File: config.mk
export PLATFORM = sky130hd
export DESIGN_NAME = vpu_seq_control
export DESIGN_NICKNAME = d
export VERILOG_FILES = /design/src/rtl/vpu_seq_control.sv
export SDC_FILE = /design/constraint.sdc
export NUM_CORES = 1
export LEC_CHECK = 0
export BUFFER_PORTS_ARGS = -buffer_cell sky130_fd_sc_hd__buf_2
export CAP_MARGIN = 40
export CORE_MARGIN = 4
export CORE_UTILIZATION = 55
export CTS_CLUSTER_DIAMETER = 150
export DETAILED_ROUTE_END_ITERATION = 8
export GPL_ROUTABILITY_DRIVEN = 0
export PLACE_DENSITY = 0.76
export SLEW_MARGIN = 20
export SYNTH_ARGS = -nofsm -noshare
export SYNTH_HDL_FRONTEND = slang
export SYNTH_SLANG_ARGS = --single-unit
File: constraint.sdc
create_clock -name clk -period 9.91 [get_ports clk]
set_input_delay 0.4955 -clock clk [delete_from_list [all_inputs] [get_ports clk]]
set_output_delay 0.4955 -clock clk [all_outputs]
set_load 0.03 [all_outputs]
File: src/rtl/vpu_seq_control.sv
// vpu_seq_control: instruction sequencer for the VPU datapath.
//
// Fetches from a combinationally-read instruction ROM and issues datapath control words.
// Supports EXEC, WAIT, nested LOOP/ENDL, JUMP, HALT and NOP opcodes. Issue is paced by
// step (one instruction per rising edge), run (continuous while high) and halt (force
// HALTED, absorbing until fsm_rst).
//
// Instruction layout: [INSTR_WIDTH-1:DP_ADDR_WIDTH+4] flags, [DP_ADDR_WIDTH+3:DP_ADDR_WIDTH]
// opcode, [DP_ADDR_WIDTH-1:0] immediate.
//
// Ports:
//   clk, fsm_rst        clock, synchronous active-high reset
//   step, run, halt     debug/issue controls
//   rd_addr / rd_data   ROM address (= pc) and combinational read data
//   bp_en, bp_addr      breakpoint controls (only with VPU_SEQ_BREAKPOINT_EN)
//   dp_valid            one-cycle strobe qualifying dp_flags / dp_addr
//   dp_flags, dp_addr   flags and immediate of the last EXEC/WAIT issued
//   pc_out              current pc
//   curr_instr_out      last issued instruction
//   next_instr_out      instruction at pc (= rd_data)
//   state_out           IDLE=0 RUN=1 WAIT=2 HALTED=3 PAUSED=4
//   loop_level_out      loop stack occupancy
//   done, err           sticky HALT-executed / loop overflow-underflow flags
//
// Optional feature: define VPU_SEQ_BREAKPOINT_EN to enable the PC breakpoint and PAUSED state.
module vpu_seq_control #(
  parameter int unsigned INSTR_WIDTH    = 32,
  parameter int unsigned INSTR_DEPTH    = 256,
  parameter int unsigned DP_ADDR_WIDTH  = 10,
  parameter int unsigned LOOP_DEPTH     = 4,
  parameter int unsigned CNT_WIDTH      = DP_ADDR_WIDTH,
  localparam int unsigned PC_WIDTH      = $clog2(INSTR_DEPTH),
  localparam int unsigned FLAG_WIDTH    = INSTR_WIDTH - DP_ADDR_WIDTH - 4,
  localparam int unsigned LVL_WIDTH     = $clog2(LOOP_DEPTH + 1)
) (
  input  logic                     clk,
  input  logic                     fsm_rst,
  input  logic                     step,
  input  logic                     run,
  input  logic                     halt,
  output logic [PC_WIDTH-1:0]      rd_addr,
  input  logic [INSTR_WIDTH-1:0]   rd_data,
  input  logic                     bp_en,
  input  logic [PC_WIDTH-1:0]      bp_addr,
  output logic                     dp_valid,
  output logic [FLAG_WIDTH-1:0]    dp_flags,
  output logic [DP_ADDR_WIDTH-1:0] dp_addr,
  output logic [PC_WIDTH-1:0]      pc_out,
  output logic [INSTR_WIDTH-1:0]   curr_instr_out,
  output logic [INSTR_WIDTH-1:0]   next_instr_out,
  output logic [2:0]               state_out,
  output logic [LVL_WIDTH-1:0]     loop_level_out,
  output logic                     done,
  output logic                     err
);

  localparam int unsigned IDX_WIDTH = (LOOP_DEPTH > 1) ? $clog2(LOOP_DEPTH) : 1;

  localparam logic [3:0] OpExec = 4'd0;
  localparam logic [3:0] OpWait = 4'd1;
  localparam logic [3:0] OpLoop = 4'd2;
  localparam logic [3:0] OpEndl = 4'd3;
  localparam logic [3:0] OpJump = 4'd4;
  localparam logic [3:0] OpHalt = 4'd5;

  typedef enum logic [2:0] {
    StIdle   = 3'd0,
    StRun    = 3'd1,
    StWait   = 3'd2,
    StHalted = 3'd3,
    StPaused = 3'd4
  } state_e;

  state_e                   state_q, state_d, issue_state;
  logic [PC_WIDTH-1:0]      pc_q, pc_d;
  logic [INSTR_WIDTH-1:0]   curr_q, curr_d;
  logic                     valid_q, valid_d;
  logic [FLAG_WIDTH-1:0]    flags_q, flags_d;
  logic [DP_ADDR_WIDTH-1:0] addr_q, addr_d;
  logic [PC_WIDTH-1:0]      stk_addr_q [LOOP_DEPTH];
  logic [PC_WIDTH-1:0]      stk_addr_d [LOOP_DEPTH];
  logic [CNT_WIDTH-1:0]     stk_cnt_q [LOOP_DEPTH];
  logic [CNT_WIDTH-1:0]     stk_cnt_d [LOOP_DEPTH];
  logic [LVL_WIDTH-1:0]     level_q, level_d;
  logic [CNT_WIDTH-1:0]     wait_q, wait_d;
  logic                     done_q, done_d;
  logic                     err_q, err_d;
  logic                     step_q;
  logic                     issue;

  logic [3:0]               opcode;
  logic [DP_ADDR_WIDTH-1:0] imm;
  logic [PC_WIDTH-1:0]      pc_inc;
  logic                     step_rise;
  logic                     stack_full, stack_empty;
  logic [IDX_WIDTH-1:0]     push_idx, top_idx;

  assign opcode      = rd_data[DP_ADDR_WIDTH+3:DP_ADDR_WIDTH];
  assign imm         = rd_data[DP_ADDR_WIDTH-1:0];
  assign pc_inc      = (pc_q == PC_WIDTH'(INSTR_DEPTH - 1)) ? '0 : pc_q + PC_WIDTH'(1);
  assign step_rise   = step & ~step_q;
  assign stack_full  = (level_q == LVL_WIDTH'(LOOP_DEPTH));
  assign stack_empty = (level_q == '0);
  assign push_idx    = IDX_WIDTH'(level_q);
  // Only read when the stack is non-empty, so the wrap at level 0 is harmless.
  assign top_idx     = IDX_WIDTH'(level_q - LVL_WIDTH'(1));

`ifdef VPU_SEQ_BREAKPOINT_EN
  logic run_q;
  logic bp_supp_q, bp_supp_d;
  logic run_rise, bp_hit;

  assign run_rise = run & ~run_q;
  // Suppression lets the instruction at the breakpoint issue once after resuming.
  assign bp_hit   = bp_en & (pc_q == bp_addr) & ~bp_supp_q;

  always_ff @(posedge clk) begin
    if (fsm_rst) begin
      run_q     <= 1'b0;
      bp_supp_q <= 1'b0;
    end else begin
      run_q     <= run;
      bp_supp_q <= bp_supp_d;
    end
  end
`else
  logic bp_unused;
  assign bp_unused = bp_en ^ (^bp_addr);
`endif

  always_comb begin
    state_d     = state_q;
    pc_d        = pc_q;
    curr_d      = curr_q;
    valid_d     = 1'b0;
    flags_d     = flags_q;
    addr_d      = addr_q;
    stk_addr_d  = stk_addr_q;
    stk_cnt_d   = stk_cnt_q;
    level_d     = level_q;
    wait_d      = wait_q;
    done_d      = done_q;
    err_d       = err_q;
    issue       = 1'b0;
    issue_state = StIdle;
`ifdef VPU_SEQ_BREAKPOINT_EN
    bp_supp_d   = bp_supp_q;
`endif

    if (halt) begin
      state_d = StHalted;
`ifdef VPU_SEQ_BREAKPOINT_EN
      bp_supp_d = 1'b0;
`endif
    end else begin
      unique case (state_q)
        StIdle: begin
          if (run) begin
            state_d = StRun;
          end else if (step_rise) begin
            issue       = 1'b1;
            issue_state = StIdle;
          end
        end
        StRun: begin
`ifdef VPU_SEQ_BREAKPOINT_EN
          bp_supp_d = 1'b0;
`endif
          if (!run) begin
            state_d = StIdle;
`ifdef VPU_SEQ_BREAKPOINT_EN
          end else if (bp_hit) begin
            state_d = StPaused;
`endif
          end else begin
            issue       = 1'b1;
            issue_state = StRun;
          end
        end
        StWait: begin
          // run is only looked at on the final count cycle.
          if (wait_q <= CNT_WIDTH'(1)) begin
            wait_d  = '0;
            state_d = run ? StRun : StIdle;
          end else begin
            wait_d = wait_q - CNT_WIDTH'(1);
          end
        end
        StHalted: state_d = StHalted;
`ifdef VPU_SEQ_BREAKPOINT_EN
        StPaused: begin
          if (run_rise) begin
            state_d   = StRun;
            bp_supp_d = 1'b1;
          end else if (step_rise) begin
            issue       = 1'b1;
            issue_state = StPaused;
          end
        end
`endif
        default: state_d = StHalted;
      endcase
    end

    if (issue) begin
      curr_d  = rd_data;
      state_d = issue_state;
      case (opcode)
        OpExec, OpWait: begin
          valid_d = 1'b1;
          flags_d = rd_data[INSTR_WIDTH-1:DP_ADDR_WIDTH+4];
          addr_d  = imm;
          pc_d    = pc_inc;
          if (opcode == OpWait && imm != '0) begin
            state_d = StWait;
            wait_d  = CNT_WIDTH'(imm);
          end
        end
        OpLoop: begin
          if (stack_full) begin
            err_d   = 1'b1;
            state_d = StHalted;
          end else begin
            stk_addr_d[push_idx] = pc_inc;
            stk_cnt_d[push_idx]  = (imm == '0) ? CNT_WIDTH'(1) : CNT_WIDTH'(imm);
            level_d              = level_q + LVL_WIDTH'(1);
            pc_d                 = pc_inc;
          end
        end
        OpEndl: begin
          if (stack_empty) begin
            err_d   = 1'b1;
            state_d = StHalted;
          end else if (stk_cnt_q[top_idx] > CNT_WIDTH'(1)) begin
            stk_cnt_d[top_idx] = stk_cnt_q[top_idx] - CNT_WIDTH'(1);
            pc_d               = stk_addr_q[top_idx];
          end else begin
            level_d = level_q - LVL_WIDTH'(1);
            pc_d    = pc_inc;
          end
        end
        OpJump: pc_d = imm[PC_WIDTH-1:0];
        OpHalt: begin
          done_d  = 1'b1;
          state_d = StHalted;
        end
        default: pc_d = pc_inc;
      endcase
    end
  end

  always_ff @(posedge clk) begin
    if (fsm_rst) begin
      state_q    <= StIdle;
      pc_q       <= '0;
      curr_q     <= '0;
      valid_q    <= 1'b0;
      flags_q    <= '0;
      addr_q     <= '0;
      stk_addr_q <= '{default: '0};
      stk_cnt_q  <= '{default: '0};
      level_q    <= '0;
      wait_q     <= '0;
      done_q     <= 1'b0;
      err_q      <= 1'b0;
      step_q     <= 1'b0;
    end else begin
      state_q    <= state_d;
      pc_q       <= pc_d;
      curr_q     <= curr_d;
      valid_q    <= valid_d;
      flags_q    <= flags_d;
      addr_q     <= addr_d;
      stk_addr_q <= stk_addr_d;
      stk_cnt_q  <= stk_cnt_d;
      level_q    <= level_d;
      wait_q     <= wait_d;
      done_q     <= done_d;
      err_q      <= err_d;
      step_q     <= step;
    end
  end

  assign rd_addr        = pc_q;
  assign pc_out         = pc_q;
  assign dp_valid       = valid_q;
  assign dp_flags       = flags_q;
  assign dp_addr        = addr_q;
  assign curr_instr_out = curr_q;
  assign next_instr_out = rd_data;
  assign state_out      = state_q;
  assign loop_level_out = level_q;
  assign done           = done_q;
  assign err            = err_q;

endmodule

Word-level counts from Yosys, hierarchy flattened

Cells that the tools add are included.

Flip-flop bits (word level): 160
Output and inout bits: 117
Logic and storage cells: 131

Add/subtract/negate cells: 5
Magnitude comparators: 6
Eq/ne operators: 18
Multiplexer cells: 57
Bitwise gates (word level): 7
Reduce and logical (&&, ||, !) cells: 19

Operators by type and width:

| cell                    | number |
|---|---|
| $mux W40                | 3 |
| $mux W10                | 11 |
| $bwmux W40              | 2 |
| $pmux W40 S2            | 1 |
| $mux W8                 | 7 |
| $demux W10 S2           | 2 |
| $mux W3                 | 11 |
| $bwmux W32              | 1 |
| $pmux W8 S4             | 1 |
| $bmux W10 S2            | 1 |
| $sub A10 B1 Y10 const B | 2 |
| $bmux W8 S2             | 1 |
| $demux W8 S2            | 1 |
| $ne A2 B2 Y1 const B    | 6 |
| $ne A4 B4 Y1 const B    | 3 |
| $pmux W3 S4             | 1 |
| $gt A10 B1 Y1 const B   | 1 |
| $le A10 B1 Y1 const B   | 1 |
| $logic_not A10 Y1       | 1 |
| $mux W1                 | 10 |
| $reduce_and A5 Y1       | 2 |
| $reduce_bool A10 Y1     | 1 |
| $pmux W3 S3             | 1 |
| $add A8 B1 Y8 const B   | 1 |
| 24 further kinds        | 40 |

Depth between registers and ports, before layout

Depth in word-level cells: 10
Depth in mapped cells: 16
Gate-level depth less buffers: 11

Worst setup path after synthesis

OpenSTA, ideal clock, no wires.

Path type: register to register
Start: register level_q[0], in the netlist loop_level_out[0]
End: register pc_q[2], in the netlist pc_out[2]
Library setup time: 0.088 ns
Arrival: 4.498 ns
Required time: 9.822 ns
Setup slack: 5.323 ns
Cell stages (with the launch flop): 17
Buffers on the path: 5
Clock period less this slack: 4.587 ns
Cells stage by stage: dfxtp_1 > buf_6 > buf_1 > inv_1 > ha_1 > clkbuf_1 > clkbuf_1 > mux4_2 > inv_1 > ha_1 > o21ai_0 > o22ai_1 > nand4b_4 > and2_4 > buf_6 > o31a_1 > o32ai_2

Longest elaborated chain between the ends: 9
Elaborated cells between the ends (all ways): 17
Classes of those cells: 1 x add/sub; 1 x order compare; 3 x eq/ne; 9 x mux; 1 x bitwise; 2 x reduce/logical

RTL lines:

| item                                        | line     | source |
|---|---|---|
| start, declared                             | 84       | `logic [LVL_WIDTH-1:0] level_q, level_d;` |
| start signal, assigned                      | 276      | `level_q <= level_d;` |
| $sub A3 B1 Y3 *                             | --       |  |
| net top_idx[0]                              | 96       | `logic [IDX_WIDTH-1:0] push_idx, top_idx;` |
| $not A2 Y3 (implied by the code) *          | 234, 236 |  |
| $bmux W10 S2                                | 234      | `end else if (stk_cnt_q[top_idx] > CNT_WIDTH'(1)) begin` |
| $mux W10 (implied by the code) (2 in a row) | 234      |  |
| $gt A10 B1 Y1                               | 234      |  |
| $mux W8 *                                   | 234      |  |
| $mux W8 *                                   | 231      | `if (stack_empty) begin` |
| $pmux W8 S4 *                               | 208      | `case (opcode)` |
| end signal, assigned                        | 269      | `pc_q <= pc_d;` |
| end, declared                               | 75       | `logic [PC_WIDTH-1:0] pc_q, pc_d;` |

The timed path passes the listed nets; every way through them passes the cells marked *. The select of a mux whose other input is x is not followed.
A chain may end at the register's enable or synchronous reset.

Final worst setup path

Ends and elaborated chain as after synthesis.

==> parameters.txt <==
Parameter                              Value

Clock tree
  Root buf cell    sky130_fd_sc_hd__clkbuf_16
  Number of clock sinks    159
  CTS Buffer Depth    2
  Number of buffers inserted for hold repair after clock tree synthesis    0
  Clock Pin Slew Worst Setup and Hold Paths    0.06 ns
  Clock Latency Late Sink    0.43 ns
  Number of H-tree levels    4
  TritonCTS clock tree    built
  Clock buffers created by TritonCTS    17
  Cells resized by post-CTS repair    0
  Buffer count from post-CTS setup fixing    0

Routing
  Vias    7448
  Ratio of routed vias to standard cells    about 5.9
  Top layer reached by signal wires    met4
  Post-route ant nets    0
  Routed length on met1    9670 um
  Length of routed met2 wiring    roughly 11000 um
  WL/cell    18.3 um
  DR iter-0 viols    700
  Met3 WL    roughly 2500 um
  Count of TritonRoute iterations in the first routing pass    5
  Number of DRC violations after detailed routing    0
  Total Routed Length    23000 um

STA
  Final clock skew    0.0102 ns
  Smallest setup slack after layout    5.75 ns
  Crit share post-route    42.0%
  Fmax    0.240 GHz
  Max Transition Viols Final    0
  Relative max-transition margin    41.6%
  Actual transition at the worst max-transition pin    0.864 ns
  Number of hold-slack violations in the final timing report    0
  Final critical-path required period    approximately 4.2 ns
  Final setup violation count    0
  Setup TNS after final layout    0 ns
  Setup repair after global routing missed its margin    no

Run
  Max-Cap Viols    0

Worst setup path
  Reg2Reg Capture Point    pc_out[2]$_SDFFE_PP0P_
  Required time reported for the critical path endpoint    between 10 and 15 ns
  R2R cell count    13
  Longest individual stage delay on the worst path    0.64 ns
  Slowest cell on crit path    sky130_fd_sc_hd__a2111oi_0
  Kind of start point of the critical path    flip-flop
  Critical Path Fanout Max    24
  Critical path, cell by cell    buf_4 > inv_1 > ha_1 > buf_8 > mux4_2 > inv_1 > ha_1 > o21ai_0 > o22ai_1 > nand4b_4 > a2111oi_0 > a221oi_2 > o32ai_2
  Class of the most critical setup path    flip-flop to flip-flop
  Data arrival at the endpoint of the critical path    4.50 ns
  Reg2Reg Setup Slack    between 5 and 6 ns
  Crit path capture type    flip-flop
  Worst reg2reg path startpoint    loop_level_out[0]$_SDFFE_PP0P_

Die
  Area of the placeable core    14000 sq um
  Total number of placement rows    43
  Die ar.    approximately 17000 sq um
  Overall die width    129 um
  Die boundary height    129 um
  Effective utilization at floorplan    ~57%
  Boundary Pins    roughly 160

Pwr
  PwrDens    about 160 nW/um^2
  Part of the total power dissipated in sequential elements    45.7%
  Leakage power    about 3.4 nW
  Internal    1.04 mW
  VDD IR-drop max    0.125 mV
  Gate power share    11.4%
  Net switching power    0.409 mW
  Switching share of total power    28.3%
  Clock Power Share    42.9%

Placement
  Total of buffers placed on input and output ports    152
  Placed wire-length estimate    ~15000 um
  Placed standard-cell area    about 8500 sq um
  Post-Place Worst Slack    5.82 ns

Hold path
  Number of instances on the worst hold path    2
  HP Start    step
  Worst hold path class    input pin to flip-flop
  Capture endpoint of the worst hold path    step_q$_SDFF_PP0_

Status
  Status    completed

Global route
  Pin count of the biggest net entering global routing    67
  Number of global-route vias before repair    between 6000 and 7000
  Antenna violations before repair    0
  Global-route usage over all layers    27.6%
  Leftover overflow at the end of global routing    0
  First-pass GRT wire length    36400 um

Synthesis
  Number of instances in the synthesized netlist    994
  Syn nets    1051
  Post-synthesis sequential area ratio    39.8%
  Async SR Flop Fraction    0%
  Number of enable-type register cells in the synthesized netlist    0
  Avg Cell Area, Syn    ~8.0 sq um
  Count of synthesis-stage warnings from yosys    0
  Mapped cell area    between 7000 and 8000 sq um
  Distinct cell type count after synthesis    64
  Synthesis-stage register bit count    159
  Leading register cell type out of synthesis    sky130_fd_sc_hd__dfxtp_1

Finish
  Most used cells in the layout excluding fill and tap cells    219 x sky130_fd_sc_hd__nand2_1, 159 x sky130_fd_sc_hd__dfxtp_1, 151 x sky130_fd_sc_hd__buf_2, 116 x sky130_fd_sc_hd__a21oi_1, 88 x sky130_fd_sc_hd__nor2_1
  Leading cell type in the layout, fill and taps excluded    sky130_fd_sc_hd__nand2_1
  Area growth from synthesis to final layout    13.6%
  Share of layout cells above drive strength 1    21.5%
  Final net count    1116
  Final standard cell area without fillers    9070 sq um
  Number of inserted diodes    0
-- sequential cells by signal, summed over array words and instances (netlist names), 2 cells and up --
| register | count |
|---|---|
| dp_flags | 18 |
| curr_instr_out | 32 |
| loop_level_out | 3 |
| stk_cnt_q | 40 |
| dp_addr | 10 |
| state_out | 2 |
| pc_out | 8 |
| wait_q | 10 |
| stk_addr_q | 32 |
-- per-layer routing --
metal	GRT usage, %	up-vias
met5	0	-
met1	36.8	3515
met4	6.11	0
li1	-	3537
met2	44.0	368
met3	9.13	28
-- kinds of logic (layout without fill, tap and decap cells) --
| logic type | after synthesis | in the layout | synth area share [%] |
|---|---|---|---|
| AND/OR/NAND/NOR | 397 | 397 | 21.8 |
| AO/OA/AOI/OAI | 243 | 243 | 19.4 |
| flip-flops | 159 | 159 | 39.8 |
| buffers and inverters | 132 | 210 | 8.35 |
| multiplexers | 37 | 37 | 7.33 |
| XOR/XNOR | 14 | 14 | 1.54 |
| adder cells (fa/ha/maj) | 11 | 11 | 1.72 |
| other | 1 | 1 | 0.0469 |
-- area by class of cell --
cell class	instances	area, sq um
multi-input combinational	703	4160
fill	1175	4970
tap	180	225
clock buffer	20	457
sequential	159	3180
clock inverter	12	104
timing repair buffer	164	888
inverter	14	52.6
-- Yosys cell counts, drive strengths merged, types with 2 or more instances --
library cell / number / area, sq um
xnor2: 7 / 61.3
nand2: 219 / 822
a31o: 4 / 35.0
mux4: 17 / 383
nand3: 13 / 65.1
nand2b: 7 / 43.8
o21ai: 19 / 95.1
nor3: 20 / 100
and3b: 2 / 17.5
inv: 14 / 52.6
nor2: 88 / 330
nor3b: 3 / 22.5
a311oi: 8 / 82.6
o21bai: 3 / 22.5
a41oi: 3 / 26.3
buf: 47 / 347
o22ai: 7 / 43.8
a32oi: 5 / 43.8
a2bb2oi: 8 / 70.1
mux2: 2 / 22.5
nor2b: 5 / 31.3
and2: 18 / 115
mux2i: 18 / 180
clkbuf: 71 / 268
a211oi: 38 / 285
xor2: 7 / 61.3
nand3b: 2 / 15.0
a221oi: 2 / 23.8
a31oi: 6 / 37.5
nor4b: 2 / 17.5
o21a: 4 / 30.0
ha: 11 / 138
dfxtp: 159 / 3180
or3: 7 / 43.8
a21oi: 117 / 589
nor4: 5 / 52.6
a22oi: 9 / 67.6
-- worst max path at each step --
stage               cells past startpoint                     end  slack (ns)                           start
floorplan                              16  pc_out[2]$_SDFFE_PP0P_        5.32  loop_level_out[0]$_SDFFE_PP0P_
global placement                       12  pc_out[4]$_SDFFE_PP0P_        5.64  loop_level_out[0]$_SDFFE_PP0P_
detailed placement                     13  pc_out[2]$_SDFFE_PP0P_        5.82  loop_level_out[0]$_SDFFE_PP0P_
CTS                                    13  pc_out[2]$_SDFFE_PP0P_        5.79  loop_level_out[0]$_SDFFE_PP0P_
global route                           13  pc_out[2]$_SDFFE_PP0P_        5.42  loop_level_out[0]$_SDFFE_PP0P_
finish                                 13  pc_out[2]$_SDFFE_PP0P_        5.75  loop_level_out[0]$_SDFFE_PP0P_
-- power by group through the flow --
stage | clock network [mW] | registers, mW | logic, mW
6_report | 0.621 | 0.661 | 0.165
5_1_grt | 0.654 | 0.663 | 0.178
4_1_cts | 0.626 | 0.661 | 0.163
3_5_place_dp | 0 | 0.675 | 0.163
3_3_place_gp | 0 | 0.675 | 0.159
2_1_floorplan | 0 | 0.691 | 0.104
-- stage by stage --
step / utilization, % / instances / hold WS (ns) / total power [mW]
2_1_floorplan: - / 994 / 0.429 / 0.795
3_3_place_gp: 60.2 / 1216 / 0.436 / 0.834
3_5_place_dp: 60.6 / 1219 / 0.443 / 0.838
4_1_cts: 64.6 / 1251 / 0.307 / 1.45
5_1_grt: 64.6 / 1252 / 0.311 / 1.49
6_report: 64.6 / 1252 / 0.310 / 1.45
-- critical path, delay by kind of cell (launching register included) --
| kind | cells | cell delay, ns |
|---|---|---|
| compound gates | 5 | 1.26 |
| fa+ha+maj | 2 | 0.87 |
| buf+inv | 4 | 0.92 |
| flops | 1 | 0.31 |
| mux | 1 | 0.41 |
| simple gates | 1 | 0.31 |
(Power assumes the default switching activity.)
